`src/rtl/cirno_control_if.sv`:
```
// Bus between the cirno_control instruction sequencer and its neighbours.
//
// Handshake: a byte on instr_data transfers on a rising clk edge where
// instr_valid and instr_ready are both 1. instr_valid may be raised at any
// time and does not wait for instr_ready; instr_ready never depends
// combinationally on instr_valid.
//
// Signals:
//   instr_valid, instr_data[7:0]  instruction byte stream (into sequencer)
//   instr_ready                   sequencer can take a byte this cycle
//   mem_rd_done                   memory read data valid on mem_out
//   r1, r2, immediate, alu_op     register-file selects / ALU operation
//   reg_*_en, y_is_imm            register-file enables
//   mem_rd_en                     one-cycle memory read strobe
//   retired, halted               retired-instruction count, halt flag
//   dbg_state                     current sequencer state encoding
//
// Modports: master = instruction/memory side, slave = the sequencer.
interface cirno_control_if;
    logic       instr_valid;
    logic [7:0] instr_data;
    logic       instr_ready;
    logic       mem_rd_done;
    logic [1:0] r1;
    logic [1:0] r2;
    logic [5:0] immediate;
    logic [1:0] alu_op;
    logic       reg_readx_en;
    logic       reg_ready_en;
    logic       reg_r_en;
    logic       reg_w_en;
    logic       reg_hi_en;
    logic       reg_lo_en;
    logic       reg_swap_en;
    logic       y_is_imm;
    logic       reg_mem_w_en;
    logic       mem_rd_en;
    logic [7:0] retired;
    logic       halted;
    logic [3:0] dbg_state;

    modport master (
        output instr_valid, instr_data, mem_rd_done,
        input  instr_ready, r1, r2, immediate, alu_op,
               reg_readx_en, reg_ready_en, reg_r_en, reg_w_en,
               reg_hi_en, reg_lo_en, reg_swap_en, y_is_imm, reg_mem_w_en,
               mem_rd_en, retired, halted, dbg_state
    );

    modport slave (
        input  instr_valid, instr_data, mem_rd_done,
        output instr_ready, r1, r2, immediate, alu_op,
               reg_readx_en, reg_ready_en, reg_r_en, reg_w_en,
               reg_hi_en, reg_lo_en, reg_swap_en, y_is_imm, reg_mem_w_en,
               mem_rd_en, retired, halted, dbg_state
    );
endinterface

```
`src/rtl/cirno_control.sv`:
```
// cirno_control: instruction sequencer in front of the 4x8 register file.
// Accepts instruction bytes, decodes them and walks a multi-cycle state
// sequence that drives register-file selects and enables, the ALU op and
// a memory read strobe. Keeps a retired-instruction counter and halt flag.
//
// Ports:
//   clk  clock
//   rst  asynchronous active-high reset
//   bus  cirno_control_if.slave (handshake, selects, enables, status)
//
// Every output is a register loaded from a decode of the *next* state, so
// the outputs seen in a cycle belong to the state the FSM is in that cycle.
module cirno_control #(
    parameter logic [7:0] HALT_OPCODE = 8'hFF
) (
    input  logic           clk,
    input  logic           rst,
    cirno_control_if.slave bus
);

    typedef enum logic [3:0] {
        S_FETCH   = 4'd0,
        S_FETCH2  = 4'd1,
        S_READ    = 4'd2,
        S_EXEC    = 4'd3,
        S_WB      = 4'd4,
        S_MEMREQ  = 4'd5,
        S_MEMWAIT = 4'd6,
        S_MEMWB   = 4'd7,
        S_HALT    = 4'd8
    } state_t;

    typedef enum logic [2:0] {
        K_ALU_REG = 3'd0,
        K_ALU_IMM = 3'd1,
        K_NIB     = 3'd2,
        K_MOV     = 3'd3,
        K_LOAD    = 3'd4
    } kind_t;

    state_t     state, state_next;
    kind_t      kind, kind_next;
    logic       hi, hi_next;          // nibble load targets the high nibble
    logic [1:0] r1_next, r2_next, alu_next;
    logic [5:0] imm_next;
    logic       retire;               // an instruction completes on this edge
    logic       accept;

    // Output decode of the next state
    logic ready_d, readx_d, ready_en_d, r_en_d, w_en_d, hi_en_d, lo_en_d;
    logic swap_d, y_imm_d, mem_w_d, mem_rd_d, halted_d;

    assign accept        = bus.instr_valid & bus.instr_ready;
    assign bus.dbg_state = state;

    // Next state, latched fields and retire pulse
    always_comb begin
        state_next = state;
        kind_next  = kind;
        hi_next    = hi;
        r1_next    = bus.r1;
        r2_next    = bus.r2;
        alu_next   = bus.alu_op;
        imm_next   = bus.immediate;
        retire     = 1'b0;
        unique case (state)
            S_FETCH: begin
                if (accept) begin
                    r1_next  = bus.instr_data[3:2];
                    r2_next  = bus.instr_data[1:0];
                    alu_next = bus.instr_data[5:4];
                    unique case (bus.instr_data[7:6])
                        2'b00: begin
                            kind_next  = K_ALU_REG;
                            state_next = S_READ;
                        end
                        2'b01: begin
                            kind_next  = K_ALU_IMM;
                            state_next = S_FETCH2;
                        end
                        2'b10: begin
                            if (!bus.instr_data[5]) begin
                                kind_next  = K_NIB;
                                hi_next    = bus.instr_data[4];
                                state_next = S_FETCH2;
                            end else if (!bus.instr_data[4]) begin
                                kind_next  = K_MOV;
                                state_next = S_WB;
                            end else begin
                                kind_next  = K_LOAD;
                                state_next = S_READ;
                            end
                        end
                        default: begin
                            // Non-halt 11xxxxxx is a NOP: it retires right
                            // here and FETCH stays ready for the next byte.
                            if (bus.instr_data == HALT_OPCODE) begin
                                state_next = S_HALT;
                            end else begin
                                retire = 1'b1;
                            end
                        end
                    endcase
                end
            end
            S_FETCH2: begin
                if (accept) begin
                    imm_next   = bus.instr_data[5:0];
                    state_next = (kind == K_ALU_IMM) ? S_READ : S_WB;
                end
            end
            S_READ:    state_next = (kind == K_LOAD) ? S_MEMREQ : S_EXEC;
            S_EXEC:    state_next = S_WB;
            S_WB: begin
                state_next = S_FETCH;
                retire     = 1'b1;
            end
            S_MEMREQ:  state_next = S_MEMWAIT;
            S_MEMWAIT: if (bus.mem_rd_done) state_next = S_MEMWB;
            S_MEMWB: begin
                state_next = S_FETCH;
                retire     = 1'b1;
            end
            S_HALT:    state_next = S_HALT;
            default:   state_next = S_FETCH;
        endcase
    end

    // Moore output decode, evaluated on the state about to be entered
    always_comb begin
        ready_d    = 1'b0;
        readx_d    = 1'b0;
        ready_en_d = 1'b0;
        r_en_d     = 1'b0;
        w_en_d     = 1'b0;
        hi_en_d    = 1'b0;
        lo_en_d    = 1'b0;
        swap_d     = 1'b0;
        y_imm_d    = 1'b0;
        mem_w_d    = 1'b0;
        mem_rd_d   = 1'b0;
        halted_d   = 1'b0;
        unique case (state_next)
            S_FETCH, S_FETCH2: ready_d = 1'b1;
            S_READ: begin
                r_en_d     = 1'b1;
                readx_d    = 1'b1;
                ready_en_d = (kind_next == K_ALU_REG) || (kind_next == K_LOAD);
                y_imm_d    = (kind_next == K_ALU_IMM);
            end
            S_WB: begin
                w_en_d  = (kind_next == K_ALU_REG) || (kind_next == K_ALU_IMM);
                hi_en_d = (kind_next == K_NIB) && hi_next;
                lo_en_d = (kind_next == K_NIB) && !hi_next;
                swap_d  = (kind_next == K_MOV);
            end
            S_MEMREQ: mem_rd_d = 1'b1;
            S_MEMWB:  mem_w_d  = 1'b1;
            S_HALT:   halted_d = 1'b1;
            default: ;
        endcase
    end

    always_ff @(posedge clk or posedge rst) begin
        if (rst) begin
            state            <= S_FETCH;
            kind             <= K_ALU_REG;
            hi               <= 1'b0;
            bus.r1           <= 2'd0;
            bus.r2           <= 2'd0;
            bus.alu_op       <= 2'd0;
            bus.immediate    <= 6'd0;
            bus.retired      <= 8'd0;
            bus.instr_ready  <= 1'b0;
            bus.reg_readx_en <= 1'b0;
            bus.reg_ready_en <= 1'b0;
            bus.reg_r_en     <= 1'b0;
            bus.reg_w_en     <= 1'b0;
            bus.reg_hi_en    <= 1'b0;
            bus.reg_lo_en    <= 1'b0;
            bus.reg_swap_en  <= 1'b0;
            bus.y_is_imm     <= 1'b0;
            bus.reg_mem_w_en <= 1'b0;
            bus.mem_rd_en    <= 1'b0;
            bus.halted       <= 1'b0;
        end else begin
            state            <= state_next;
            kind             <= kind_next;
            hi               <= hi_next;
            bus.r1           <= r1_next;
            bus.r2           <= r2_next;
            bus.alu_op       <= alu_next;
            bus.immediate    <= imm_next;
            if (retire) bus.retired <= bus.retired + 8'd1;  // wraps 255 -> 0
            bus.instr_ready  <= ready_d;
            bus.reg_readx_en <= readx_d;
            bus.reg_ready_en <= ready_en_d;
            bus.reg_r_en     <= r_en_d;
            bus.reg_w_en     <= w_en_d;
            bus.reg_hi_en    <= hi_en_d;
            bus.reg_lo_en    <= lo_en_d;
            bus.reg_swap_en  <= swap_d;
            bus.y_is_imm     <= y_imm_d;
            bus.reg_mem_w_en <= mem_w_d;
            bus.mem_rd_en    <= mem_rd_d;
            bus.halted       <= halted_d;
        end
    end

endmodule

```
`src/flat_wrapper.sv`:
```
// flat-port wrapper written by rule: the top's interface ports become plain ports
module cirno_control_flat 
#(
    parameter logic [7:0] HALT_OPCODE = 8'hFF
)
  (clk, rst, bus_instr_valid, bus_instr_data, bus_mem_rd_done, bus_instr_ready, bus_r1, bus_r2, bus_immediate, bus_alu_op, bus_reg_readx_en, bus_reg_ready_en, bus_reg_r_en, bus_reg_w_en, bus_reg_hi_en, bus_reg_lo_en, bus_reg_swap_en, bus_y_is_imm, bus_reg_mem_w_en, bus_mem_rd_en, bus_retired, bus_halted, bus_dbg_state);
  cirno_control_if bus_i ();
  input  logic clk;
  input  logic rst;
  input wire logic [$bits(bus_i.instr_valid)-1:0] bus_instr_valid;
  input wire logic [$bits(bus_i.instr_data)-1:0] bus_instr_data;
  input wire logic [$bits(bus_i.mem_rd_done)-1:0] bus_mem_rd_done;
  output wire logic [$bits(bus_i.instr_ready)-1:0] bus_instr_ready;
  output wire logic [$bits(bus_i.r1)-1:0] bus_r1;
  output wire logic [$bits(bus_i.r2)-1:0] bus_r2;
  output wire logic [$bits(bus_i.immediate)-1:0] bus_immediate;
  output wire logic [$bits(bus_i.alu_op)-1:0] bus_alu_op;
  output wire logic [$bits(bus_i.reg_readx_en)-1:0] bus_reg_readx_en;
  output wire logic [$bits(bus_i.reg_ready_en)-1:0] bus_reg_ready_en;
  output wire logic [$bits(bus_i.reg_r_en)-1:0] bus_reg_r_en;
  output wire logic [$bits(bus_i.reg_w_en)-1:0] bus_reg_w_en;
  output wire logic [$bits(bus_i.reg_hi_en)-1:0] bus_reg_hi_en;
  output wire logic [$bits(bus_i.reg_lo_en)-1:0] bus_reg_lo_en;
  output wire logic [$bits(bus_i.reg_swap_en)-1:0] bus_reg_swap_en;
  output wire logic [$bits(bus_i.y_is_imm)-1:0] bus_y_is_imm;
  output wire logic [$bits(bus_i.reg_mem_w_en)-1:0] bus_reg_mem_w_en;
  output wire logic [$bits(bus_i.mem_rd_en)-1:0] bus_mem_rd_en;
  output wire logic [$bits(bus_i.retired)-1:0] bus_retired;
  output wire logic [$bits(bus_i.halted)-1:0] bus_halted;
  output wire logic [$bits(bus_i.dbg_state)-1:0] bus_dbg_state;
  assign bus_i.instr_valid = bus_instr_valid;
  assign bus_i.instr_data = bus_instr_data;
  assign bus_i.mem_rd_done = bus_mem_rd_done;
  assign bus_instr_ready = bus_i.instr_ready;
  assign bus_r1 = bus_i.r1;
  assign bus_r2 = bus_i.r2;
  assign bus_immediate = bus_i.immediate;
  assign bus_alu_op = bus_i.alu_op;
  assign bus_reg_readx_en = bus_i.reg_readx_en;
  assign bus_reg_ready_en = bus_i.reg_ready_en;
  assign bus_reg_r_en = bus_i.reg_r_en;
  assign bus_reg_w_en = bus_i.reg_w_en;
  assign bus_reg_hi_en = bus_i.reg_hi_en;
  assign bus_reg_lo_en = bus_i.reg_lo_en;
  assign bus_reg_swap_en = bus_i.reg_swap_en;
  assign bus_y_is_imm = bus_i.y_is_imm;
  assign bus_reg_mem_w_en = bus_i.reg_mem_w_en;
  assign bus_mem_rd_en = bus_i.mem_rd_en;
  assign bus_retired = bus_i.retired;
  assign bus_halted = bus_i.halted;
  assign bus_dbg_state = bus_i.dbg_state;
  cirno_control #(.HALT_OPCODE(HALT_OPCODE)) u_core (.clk(clk), .rst(rst), .bus(bus_i));
endmodule
```
`config.mk`:
```
export PLATFORM = sky130hd
export DESIGN_NAME = cirno_control_flat
export DESIGN_NICKNAME = d
export VERILOG_FILES = /design/src/rtl/cirno_control_if.sv /design/src/rtl/cirno_control.sv /design/src/flat_wrapper.sv
export SDC_FILE = /design/constraint.sdc
export NUM_CORES = 1
export LEC_CHECK = 0
export CAP_MARGIN = 10
export CORE_ASPECT_RATIO = 1.4
export CORE_UTILIZATION = 47
export DETAILED_ROUTE_END_ITERATION = 7
export GPL_TIMING_DRIVEN = 0
export PLACE_DENSITY = 0.78
export SYNTH_ARGS = -nofsm -noshare
export SYNTH_HDL_FRONTEND = slang
export SYNTH_SLANG_ARGS = --single-unit
```
`constraint.sdc`:
```
create_clock -name clk -period 2.1 [get_ports clk]
set_input_delay 0.21 -clock clk [delete_from_list [all_inputs] [get_ports clk]]
set_output_delay 0.21 -clock clk [all_outputs]
set_load 0.01 [all_outputs]
```
After elaboration in Yosys (flattened, before gate mapping) --
Cells that the tools add are included.
Storage, ports and cells: bits in registers 39, input bits 12, output and inout port bits 36
Operators by class: bitwise operators 1, add/subtract/negate cells 1, reductions and logical operators 14, multiplexer cells 34, equal/unequal tests 23
Operators with widths (number):
- == test 4 x 3 -> 1 bit (second input constant) | 7
- one-hot mux 4 bit (7 select lines) | 1
- 2-to-1 mux 3 bit | 7
- 2-to-1 mux 4 bit | 5
- 2-to-1 mux 1 bit | 18
- == test 4 x 2 -> 1 bit (second input constant) | 3
- one-hot mux 4 bit (3 select lines) | 1
- one-hot mux 3 bit (3 select lines) | 1
- adder 8 x 1 -> 8 bit (second input constant) | 1
- == test 4 x 1 -> 1 bit (second input constant) | 2
- == test 4 bit (second input constant) | 2
- == test 8 bit (second input constant) | 1
- logical NOT 4 bit | 2
- == test 3 x 1 -> 1 bit (second input constant) | 2
- == test 3 x 2 -> 1 bit (second input constant) | 2
- == test 3 bit (second input constant) | 2
- AND reduction 2 bit | 2
- OR reduction 2 bit | 2
- logical NOT 3 bit | 1
- OR reduction 3 bit | 1
- == test 2 x 1 -> 1 bit (second input constant) | 1
- == test 2 bit (second input constant) | 1
- logical AND 1 bit | 2
- logical NOT 2 bit | 1
- 4 further kinds | 5

Depth between registers and ports, before layout --
word-level depth 8, mapped depth 7, gate-level depth less buffers 5

Least setup slack after synthesis --
No wires, ideal clock.
kind register to register, start register u_core.state[1] (netlist: u_core.bus.dbg_state[1]), end register u_core.bus.reg_lo_en, buffers on the path 2, data arrival time 1.898 ns, cell stages (with the launch flop) 8, library setup time 0.080 ns, clock period less this slack 1.978 ns, path slack 0.122 ns, path through dfrtp_1 > buf_6 > or2_0 > buf_2 > or4b_4 > a211oi_2 > nand4b_1 > nor3_2
On the way: cells in the longest elaborated chain, start to end 6
Ends and longest elaborated chain:
- start: declaration | RTL line cirno_control.sv:41 | state_t state, state_next;
- start signal: assignment | RTL line cirno_control.sv:187 | state <= state_next;
- 2-to-1 mux 4 bit | RTL line cirno_control.sv:97 | if (bus.instr_data == HALT_OPCODE) begin
- one-hot mux 4 bit (3 select lines) | RTL line cirno_control.sv:72 | unique case (bus.instr_data[7:6])
- 2-to-1 mux 4 bit | RTL line cirno_control.sv:68 | if (accept) begin
- one-hot mux 4 bit (7 select lines) | RTL line cirno_control.sv:66 | unique case (state)
- == test 4 x 3 -> 1 bit | RTL line cirno_control.sv:143 | unique case (state_next)
- 2-to-1 mux 1 bit * | RTL line cirno_control.sv:143
- named net u_core.lo_en_d | RTL line cirno_control.sv:50 | logic ready_d, readx_d, ready_en_d, r_en_d, w_en_d, hi_en_d, lo_en_d;
- end signal: assignment | RTL line cirno_control.sv:201 | bus.reg_lo_en <= lo_en_d;
- end: declaration | RTL line cirno_control_if.sv:54 | reg_hi_en, reg_lo_en, reg_swap_en, y_is_imm, reg_mem_w_en,
Mark *: on every way through the listed nets, which the timed path passes. The rest lies on a longest branch. A chain may end at the register's enable or synchronous reset.

Worst setup path after layout --
start register u_core.state[0] (netlist: u_core.bus.dbg_state[0]), end register u_core.bus.reg_lo_en
Same word-level chain as after synthesis.

==> flow_metrics.py <==
metrics = {
    "drt": {
        "final_antenna_net_count": 0,
        "remaining_drc_errors": 0,
        "avgRoutedWirePerCell_um": 16.59,
        "dr.first_iter.drc_count": 28,
        "wl_um": 4097,
        "drt-pass1-iter-count": 4,
        "viasPerCell": 5.725,
        "route.vias.total": 1414,
    },
    "grt": {
        "grt_pass1_wl_um": 6472,
        "grt_pass1_vias": 1392,
        "grt_max_degree": 22,
        "overflow": 0,
        "antenna_found_initial": 0,
        "grt_usage": 0.2288,
    },
    "job": {
        "maxCapViolCount": 0,
    },
    "critical_path": {
        "crit_required_ns": 2.31,
        "start_kind": "flip-flop",
        "endpoint_kind": "flip-flop",
        "reg2reg_setup_slack_ns": 0.05,
        "path_class": "reg -> reg",
        "cp_max_fo": 11,
        "cp.arrival_ns": 2.26,
    },
    "timing": {
        "setup_viol": 0,
        "slew_headroom": 0.4766,
        "drv_slew": 0,
        "fmax_mhz": 488.8,
        "period_needed_ns": 2.046,
        "rsz0062_at_grt": "yes",
        "tightest_slew_ns": 0.7842,
        "hold_violations": 0,
        "post-route-period-util": 0.9741,
        "fin_skew_ns": 0.003347,
    },
    "floorplanning": {
        "row_count": 26,
        "pin_count": 48,
        "core_area_mm2": 0.003611,
        "dieArea_mm2": 0.004014,
        "die-width_um": 53.84,
        "die_y_um": 74.57,
        "initial_core_util": 0.4896,
    },
    "synth": {
        "synth_edf_count": 0,
        "synth_nets": 160,
        "ys.flop_type": "dfrtp_1",
        "ys_seq_elements": 39,
        "yosys_warnings": 0,
        "synth_area_mm2": 0.001768,
        "ys_seq_area_frac": 0.5520,
        "syn-instance-count": 147,
        "synth.distinct_cells": 49,
        "synth-async-reset-ratio": 1.000,
        "syn_avg_cell_area_um2": 12.03,
    },
    "clock_network": {
        "clockBufferDepth": 2,
        "htree_levels": 2,
        "cts_sinks": 39,
        "cts_buffers": 5,
        "clock_latency_ns": 0.29,
        "root_buffer": "clkbuf_8",
        "cts_hold_buf": 0,
        "cts_tree": "done",
        "clk_pin_slew_ns": 0.07,
    },
    "layout": {
        "num_antenna_cells": 0,
        "fin_util": 0.6961,
        "multiInputGateArea_um2": 795.8,
        "layout.nets": 217,
        "syn2layout_area_growth_pct": 42.18,
        "drive_gt1_frac": 0.2244,
        "ff_latch_area_um2": 978.4,
        "fillers": 258,
    },
    "outcome": {
        "status": "complete, no violations",
    },
    "power_and_ir_drop": {
        "leakage_nw": 1.071,
        "ir_drop_uv": 841.9,
        "power_density_mw_per_mm2": 1333,
        "total_power_mw": 3.351,
    },
    "placement": {
        "portBuffers": 47,
        "hpwl_um": 2948,
        "gp_congestion": 0.9350,
    },
    "worst_hold_path": {
        "hold_path_class": "in -> async",
    },
}
## cell families (layout without fill, tap and decap cells)
family / count (synthesis) / after routing / synth area share
compound gates: 16 / 16 / 0.08210
xor+xnor: 7 / 7 / 0.03468
fa+ha+maj: 1 / 1 / 0.007076
buf+inv: 11 / 69 / 0.03114
flops: 39 / 39 / 0.5520
mux: 14 / 14 / 0.08917
simple gates: 59 / 59 / 0.2038
## registers in the layout, indices dropped and copies added (netlist names), 2 cells and up
signal,flops
u_core.bus.immediate,6
u_core.bus.r1,2
u_core.bus.alu_op,2
u_core.bus.dbg_state,4
u_core.kind,3
u_core.bus.r2,2
u_core.bus.retired,8
## synthesized netlist by cell type, types with 2 or more instances
cell,n,area [um2]
and3_1,3,18.77
nor4b_1,2,17.52
mux2_2,14,157.7
buf_2,2,10.01
dfrtp_1,39,975.9
nor4_1,3,18.77
nor2_1,8,30.03
nand4_1,7,43.79
inv_1,6,22.52
nor2b_1,3,18.77
or2_2,2,12.51
xnor2_1,6,52.55
nor3_1,4,20.02
nand2b_1,3,18.77
nand2_1,10,37.54
nor3b_1,2,15.01
## what timing repair did
item	in CTS	in global routing
setup buffers	1	2
pin swaps	1	6
resized for setup	1	15
setup endpoints to repair	3	10
hold endpoints to repair	0	0
## cells in the final DEF (no fill, tap or decap), types with 6 or more instances in the layout
master and count:
nor2_1 8, mux2_2 14, inv_1 6, dfrtp_1 37, xnor2_1 6, clkbuf_8 7, nand2_1 9, nand4_1 7
clkdlybuf4s50_1 47
## per-layer routing
| metal | up-vias | share of wire | track usage |
|---|---|---|---|
| li1 | 647 | - | - |
| met1 | 707 | 0.38 | 0.2556 |
| met4 | 0 | 0.022 | 0.07895 |
| met5 | - | 0 | 0 |
| met2 | 51 | 0.56 | 0.4088 |
| met3 | 9 | 0.044 | 0.05726 |
## cell type report
class / instances / share of cell area
flip-flops and latches: 39 / 0.3892
multi-input cells: 97 / 0.3166
repair buffers: 51 / 0.2120
clock buffers: 8 / 0.03982
well taps: 42 / 0.02091
plain buffers: 4 / 0.01244
inverters: 6 / 0.008960
## path summary, 6_finish.rpt
check / from / to / depth (start not counted)
max: u_core.bus.dbg_state[0] / u_core.bus.reg_lo_en / 6
min: rst / u_core.kind[2] / 2
max reg2reg: u_core.bus.dbg_state[0] / u_core.bus.reg_lo_en / 6
min reg2reg: u_core.bus.retired[4] / u_core.bus.retired[4] / 1
max in group asynchronous: rst / u_core.bus.dbg_state[3] / 3
min in group clk: u_core.bus.retired[4] / u_core.bus.retired[4] / 1
## per-stage QoR
step                TNS [ns]  instance area [um2]  instances  hold slack [ns]  setup WS [ns]
CTS                        0                 2431        246           0.3952       0.004438
floorplan                  0                 1768        147           0.3247         0.1219
finish                     0                 2514        247           0.3633        0.05433
global placement     -0.9571                 2291        236           0.4636        -0.1661
global route         -0.1327                 2514        247           0.4527       -0.04854
detailed placement    -1.295                 2318        237           0.4928        -0.1837
## power breakdown
part	switching [mW]	internal, mW
registers	0.232	1.01
logic	0.687	0.877
clock network	0.244	0.299
## worst max-delay path, stage by stage, from the launching register on
cell and delay [ns]:
dfrtp_2 0.48, or2_0 0.27, buf_4 0.17, or4b_4 0.49, a211oi_2 0.18, nand4b_1 0.19, nor3_2 0.19
(Power assumes the default switching activity.)
